--- src/rtl/sfifo_prog.sv ---
// rtl/sfifo_prog.sv - synchronous FIFO with programmable almost-full/empty flags,
// sticky error flags and optional first-word-fall-through output.
module sfifo_prog #(
   parameter int DEPTH     = 16,
   parameter int WIDTH     = 8,
   parameter int AF_THRESH = DEPTH - 2,
   parameter int AE_THRESH = 2,
   parameter int FWFT      = 0
) (
   input  logic                     i_clk,
   input  logic                     i_rst_n,
   input  logic                     i_wr_en,
   input  logic [WIDTH-1:0]         i_data_in,
   input  logic                     i_rd_en,
   input  logic                     i_flush,
   input  logic                     i_clr_err,
   output logic [WIDTH-1:0]         o_data_out,
   output logic                     o_valid,
   output logic                     o_full,
   output logic                     o_empty,
   output logic                     o_almost_full,
   output logic                     o_almost_empty,
   output logic [$clog2(DEPTH):0]   o_count,
   output logic                     o_overflow,
   output logic                     o_underflow
);

   localparam int AW = $clog2(DEPTH);
   localparam logic [AW:0] DEPTH_L = (AW+1)'(DEPTH);
   localparam logic [AW:0] AF_L    = (AW+1)'(AF_THRESH);
   localparam logic [AW:0] AE_L    = (AW+1)'(AE_THRESH);

   if (DEPTH < 2 || (DEPTH & (DEPTH - 1)) != 0) begin : g_bad_depth
      $error("sfifo_prog: DEPTH must be a power of two and at least 2");
   end
   if (AF_THRESH < 1 || AF_THRESH > DEPTH) begin : g_bad_af
      $error("sfifo_prog: AF_THRESH must be in 1..DEPTH");
   end
   if (AE_THRESH < 0 || AE_THRESH > DEPTH - 1) begin : g_bad_ae
      $error("sfifo_prog: AE_THRESH must be in 0..DEPTH-1");
   end
   if (FWFT != 0 && FWFT != 1) begin : g_bad_fwft
      $error("sfifo_prog: FWFT must be 0 or 1");
   end

   logic [WIDTH-1:0] mem [DEPTH];
   logic [AW:0]      wr_ptr, rd_ptr, count;
   logic [AW-1:0]    wr_addr, rd_addr;
   logic             empty, full, rd_acc, wr_acc;
   logic [WIDTH-1:0] dout_q;

   // Extra pointer bit distinguishes full from empty, so occupancy is a plain difference.
   assign count   = wr_ptr - rd_ptr;
   assign wr_addr = wr_ptr[AW-1:0];
   assign rd_addr = rd_ptr[AW-1:0];
   assign empty   = (count == '0);
   assign full    = (count == DEPTH_L);
   assign rd_acc  = i_rd_en & ~empty;
   assign wr_acc  = i_wr_en & (~full | rd_acc);

   assign o_count        = count;
   assign o_empty        = empty;
   assign o_full         = full;
   assign o_almost_full  = (count >= AF_L);
   assign o_almost_empty = (count <= AE_L);
   assign o_data_out     = dout_q;

   always_ff @(posedge i_clk or negedge i_rst_n) begin
      if (!i_rst_n) begin
         wr_ptr <= '0;
         rd_ptr <= '0;
      end else if (i_flush) begin
         wr_ptr <= '0;
         rd_ptr <= '0;
      end else begin
         if (wr_acc) wr_ptr <= wr_ptr + 1'b1;
         if (rd_acc) rd_ptr <= rd_ptr + 1'b1;
      end
   end

   // Storage deliberately has no reset; pointers alone define what is valid.
   always_ff @(posedge i_clk) begin
      if (wr_acc && !i_flush) mem[wr_addr] <= i_data_in;
   end

   always_ff @(posedge i_clk or negedge i_rst_n) begin
      if (!i_rst_n) begin
         o_overflow  <= 1'b0;
         o_underflow <= 1'b0;
      end else begin
         o_overflow  <= (i_wr_en & ~wr_acc) | (o_overflow & ~i_clr_err);
         o_underflow <= (i_rd_en & ~rd_acc) | (o_underflow & ~i_clr_err);
      end
   end

   if (FWFT == 0) begin : g_std
      logic valid_q;

      always_ff @(posedge i_clk or negedge i_rst_n) begin
         if (!i_rst_n) begin
            valid_q <= 1'b0;
            dout_q  <= '0;
         end else if (i_flush) begin
            valid_q <= 1'b0;
         end else begin
            valid_q <= rd_acc;
            if (rd_acc) dout_q <= mem[rd_addr];
         end
      end

      assign o_valid = valid_q;
   end else begin : g_fwft
      logic [AW:0] nxt_rd_ptr, nxt_count;

      assign nxt_rd_ptr = rd_ptr + {{AW{1'b0}}, rd_acc};
      assign nxt_count  = count + {{AW{1'b0}}, wr_acc} - {{AW{1'b0}}, rd_acc};

      // Output register tracks the post-edge head; bypass when the new word becomes the head.
      always_ff @(posedge i_clk or negedge i_rst_n) begin
         if (!i_rst_n) begin
            dout_q <= '0;
         end else if (!i_flush && nxt_count != '0) begin
            if (wr_acc && wr_addr == nxt_rd_ptr[AW-1:0]) dout_q <= i_data_in;
            else                                         dout_q <= mem[nxt_rd_ptr[AW-1:0]];
         end
      end

      assign o_valid = ~empty;
   end

endmodule

--- config.mk ---
export PLATFORM = sky130hd
export DESIGN_NAME = sfifo_prog
export DESIGN_NICKNAME = d
export VERILOG_FILES = /design/src/rtl/sfifo_prog.sv
export SDC_FILE = /design/constraint.sdc
export NUM_CORES = 1
export LEC_CHECK = 0
export CAP_MARGIN = 10
export CORE_MARGIN = 2
export CORE_UTILIZATION = 44
export CTS_CLUSTER_SIZE = 16
export DETAILED_ROUTE_END_ITERATION = 6
export GPL_TIMING_DRIVEN = 1
export SKIP_CTS_REPAIR_TIMING = 1
export SYNTH_ARGS = -nofsm -noshare
export SYNTH_HDL_FRONTEND = slang
export SYNTH_SLANG_ARGS = --single-unit
export TNS_END_PERCENT = 100
--- constraint.sdc ---
create_clock -name i_clk -period 3.9 [get_ports i_clk]
set_input_delay 0.39 -clock i_clk [delete_from_list [all_inputs] [get_ports i_clk]]
set_output_delay 0.39 -clock i_clk [all_outputs]
set_load 0.05 [all_outputs]
Word-level counts from Yosys, hierarchy flattened

Memory sizes are Yosys's and may differ from the RTL's. A register that Yosys moved wholly into a read port is not among the register bits.
Cells that the tools add are included.

Logic and storage cells: 41
Memories: 1
Input bits: 14
Memory bits (writable): 128
Register bits: 13

Memory list:

| memory | words | bits a word | read ports | clocked after Yosys merged registers in | write ports | RTL line | text |
|---|---|---|---|---|---|---|---|
| mem    | 16    | 8           | 1          | 1                                       | 1           | 46       | `logic [WIDTH-1:0] mem [DEPTH];` |

Add/sub/neg operators: 3
Bitwise gates (word level): 15
Equal/unequal tests: 1
Order comparisons: 2
Reductions and logical operators: 7
Multiplexer cells: 7

Operators by type and width:

| operator                                                                         | number |
|---|---|
| 5-bit two-way mux                                                                | 4 |
| 5-bit by 1-bit adder with 5-bit output, second input constant                    | 2 |
| 1-bit AND                                                                        | 6 |
| 1-bit inverter                                                                   | 6 |
| 5-bit == test, second input constant                                             | 1 |
| 5-bit by 4-bit >= comparator with 1-bit output, second input constant            | 1 |
| 5-bit by 2-bit less-or-equal comparator with 1-bit output, second input constant | 1 |
| 5-bit logical NOT                                                                | 1 |
| 5-bit subtractor                                                                 | 1 |
| 2-bit nonzero test                                                               | 2 |
| 1-bit two-way mux                                                                | 3 |
| 1-bit OR                                                                         | 3 |
| 1-bit logical NOT                                                                | 2 |
| 2-bit AND reduction                                                              | 1 |
| 1-bit logical AND                                                                | 1 |

Longest topological paths before layout

Depth in word-level cells: 9
Mapped depth: 12
Depth with buffers taken out: 10

Worst setup path after synthesis

OpenSTA, ideal clock, no wires.

Path type: flip-flop to output port
From: register rd_ptr[2]
To: output o_almost_empty
Buffers on the path: 2
Arrival: 4.513 ns
Slack: -1.003 ns
Stages on the path, launching flop included: 10
Path through: dfrtp_1 -> buf_2 -> buf_2 -> clkinv_1 -> ha_1 -> nand2b_1 -> a21oi_2 -> xor2_2 -> inv_2 -> a2111oi_0

Word-level cells in the longest chain between the ends: 2

Ends and longest elaborated chain:

| what                                                      | RTL line | text |
|---|---|---|
| start: declaration                                        | 47       | `logic [AW:0] wr_ptr, rd_ptr, count;` |
| start signal: assignment                                  | 77       | `if (rd_acc) rd_ptr <= rd_ptr + 1'b1;` |
| 5-bit subtractor                                          | 53       | `assign count = wr_ptr - rd_ptr;` |
| via o_count[4]                                            | 23       | `output logic [$clog2(DEPTH):0] o_count,` |
| 5-bit by 2-bit less-or-equal comparator with 1-bit output | 65       | `assign o_almost_empty = (count <= AE_L);` |
| end: declaration                                          | 22       | `output logic o_almost_empty,` |

The timed path passes the listed nets, and every way through them passes these cells.

Worst setup path after layout

From: register wr_ptr[0]
To: output o_count[4]

Word-level cells in the longest chain between the ends: 1

Ends and longest elaborated chain:

| what                     | RTL line | text |
|---|---|---|
| start: declaration       | 47       |  |
| start signal: assignment | 76       | `if (wr_acc) wr_ptr <= wr_ptr + 1'b1;` |
| 5-bit subtractor         | 53       |  |
| end: declaration         | 23       |  |

No other way between the ends.

==> flow_summary.json <==
{
  "synth_compound_area_share_pct": 3.04,
  "period_share_pct": 88.6,
  "drc": 0,
  "cp.arrival_ps": 3060,
  "synth-xor-area-share_pct": 1.23,
  "drv_cap": 0,
  "max_freq_mhz": 290,
  "grt_max_degree": 36,
  "synth_mux_area_share_pct": 13.7,
  "fin_crit_ps": 3450,
  "drive_gt1_share_pct": 23.3,
  "area_delta_synth_final_pct": 19.5,
  "synth_edf_count": 128,
  "worstMarginPinSlew_ps": 1030,
  "fin_ws_ps": 446,
  "synth_fa_ha_area_share_pct": 2.13,
  "ant_nets": 0,
  "core-area_sq_mm": 0.0138,
  "cp.required_ps": 3510,
  "start_util_pct": 45.0,
  "yosys.area_share.simple_pct": 7.55,
  "synth_area_sq_mm": 0.00622,
  "gp_congestion": 0.846,
  "dp_slack_ps": 630,
  "fin_nets": 440,
  "num_vias": 3342,
  "clockBufferDepth": 2,
  "cts_root_buf": "clkbuf_16",
  "rsz0062_at_grt": "false",
  "whs_path_depth": 1,
  "grt_usage_pct": 19.8,
  "synth_top_family_by_area": "multiplexers",
  "hold_viol": 0,
  "synth.top_cells.by_area": "edfxtp_1, mux4_2, dfrtp_1",
  "hold_path.class": "flop to flop",
  "grt_pass1_vias": 3433,
  "synth_most_common_cell": "edfxtp_1",
  "ir_drop_mv": 0.361,
  "n_antenna_cell": 0,
  "antenna_found_initial": 0,
  "die_w_microns": 123,
  "gr-total-overflow": 0,
  "yosys_warnings": 0,
  "leakage_uw": 0.00256,
  "dp_cells": 577,
  "syn_nets": 385,
  "worstPathMaxFanout": 6,
  "cp-start-kind": "flop",
  "ff2ff_path_depth": 11,
  "h-tree-depth": 4,
  "ys_seq_elements": 149,
  "cts_made_buffers": 17,
  "cts_sinks": 149,
  "viasPerCell": 5.49,
  "critical_path_class": "flop to output port",
  "seqCellArea_sq_mm": 0.00437,
  "hpwl_microns": 8670,
  "fp.dieArea_sq_mm": 0.0151,
  "fp.dieH_microns": 123,
  "status": "finished clean",
  "ios": 34,
  "syn-instance-count": 361,
  "wire_per_inst_microns": 21.9,
  "worstSkewPairLatency_ps": 420,
  "synthFlopType": "edfxtp_1",
  "report.final.slew_viol_count": 0,
  "synth.distinct_cells": 47,
  "synthTopCellsByCount": "edfxtp_1, nand2_1, mux4_2, dfrtp_1, nor2_1",
  "setup_viol": 0,
  "worstReg2RegStart": "wr_ptr[0]$_DFFE_PN0P_",
  "yosys.area.top_type": "edfxtp_1",
  "yosysTopAreaCellShare_pct": 61.8,
  "grt_pass1_wl_microns": 20800,
  "final_util_pct": 53.7,
  "worst_hold_startpoint": "o_data_out[0]$_DFFE_PN0P_",
  "max_slew_margin_pct": 31.4,
  "fin_skew_ps": 6.87,
  "finalWirelength_microns": 13300,
  "avgSynthCellArea_sq_um": 17.2,
  "powerDensity_mw_per_mm2": 697,
  "min_to": "o_data_out[0]$_DFFE_PN0P_",
  "numPortBuffers": 33,
  "final_cells": 609,
  "core.rowCount": 43,
  "nFillCells": 1091,
  "multi_input_area_sq_mm": 0.00173,
  "cts_tree": "yes",
  "r2r-end": "mem[13][1]$_DFFE_PP_",
  "first_iter_violations": 326,
  "seq_area_frac_synth_pct": 70.3,
  "dr.pass1.iters": 4,
  "path_clk_slew_ps": 60,
  "reg2reg_slack_ps": 610,
  "async_flop_share_pct": 14.1,
  "crit_path_end_kind": "output port"
}
[area by class of cell]
| cell class | instances | share of cell area [%] |
|---|---|---|
| clock inverters | 14 | 1.52 |
| repair buffers | 54 | 6.91 |
| clock buffers | 18 | 5.78 |
| inverters | 12 | 0.606 |
| well taps | 180 | 3.03 |
| flip-flops and latches | 149 | 58.8 |
| multi-input cells | 182 | 23.3 |
[how the worst max path moves through the flow]
stage	from	to	slack [ps]	cells after the start
after floorplan	rd_ptr[2]$_DFFE_PN0P_	mem[10][0]$_DFFE_PP_	-90	10
after global placement	wr_ptr[0]$_DFFE_PN0P_	mem[13][3]$_DFFE_PP_	740	11
after detailed placement	wr_ptr[0]$_DFFE_PN0P_	mem[12][0]$_DFFE_PP_	630	11
after CTS	wr_ptr[0]$_DFFE_PN0P_	o_count[4]	430	8
after global routing	wr_ptr[0]$_DFFE_PN0P_	o_count[4]	280	8
final	wr_ptr[0]$_DFFE_PN0P_	o_count[4]	450	8
[cell families (layout without fill, tap and decap cells)]
kind of cell,Yosys count,in the layout
mux,43,43
xor+xnor,7,7
simple gates,95,95
flops,149,149
compound gates,27,27
buf+inv,30,98
fa+ha+maj,10,10
[metal layers]
metal,global-route usage (%),up-vias,wire length [microns]
met5,0,-,0
met3,4.32,17,770
met1,28.1,1701,5890
met4,7.97,0,267
met2,30.0,100,6410
li1,-,1524,-
[sequential cells by signal (all words and copies together), names as in the netlist]
register / flops
rd_ptr: 5
wr_ptr: 5
o_overflow: 1
mem: 128
o_valid: 1
o_underflow: 1
o_data_out: 8
[layout by cell type, fill, tap and decap left out, types with 8 or more instances in the layout]
| cell type | netlist | final |
|---|---|---|
| buf_4 | 2 | 23 |
| mux2_1 | 8 | 8 |
| ha_1 | 9 | 9 |
| a31oi_1 | 8 | 8 |
| nand2_1 | 36 | 36 |
| dfrtp_1 | 21 | 20 |
| nor3_1 | 10 | 10 |
| and3_1 | 8 | 8 |
| mux4_2 | 32 | 32 |
| clkbuf_16 | 0 | 17 |
| clkdlybuf4s50_1 | 0 | 28 |
| inv_1 | 8 | 8 |
| edfxtp_1 | 128 | 128 |
| nor2_1 | 13 | 13 |
[critical path, stage by stage, from the launching register on]
cell and delay, ps:
dfrtp_1 400, inv_1 130, ha_1 240, fa_1 420, nand2b_1 180, a21oi_2 170, xor2_2 270, inv_2 120
clkdlybuf4s50_1 710
[power by group]
group	internal, uW	total, uW	leakage, uW	switching (uW)
logic	725	1810	0.000883	1090
clock network	868	1490	0.000255	625
registers	1820	1870	0.00142	52.7
[per-stage QoR]
stage	hold slack [ps]	power [uW]	setup TNS, ps	area, sq um
6_report	502	5180	0	7430
5_1_grt	525	5410	0	7430
4_1_cts	507	5240	0	7430
3_5_place_dp	493	3740	0	6890
3_3_place_gp	478	3730	0	6890
2_1_floorplan	94.4	3150	-2140	6230
Note: power is estimated with default switching activity, not from simulation.
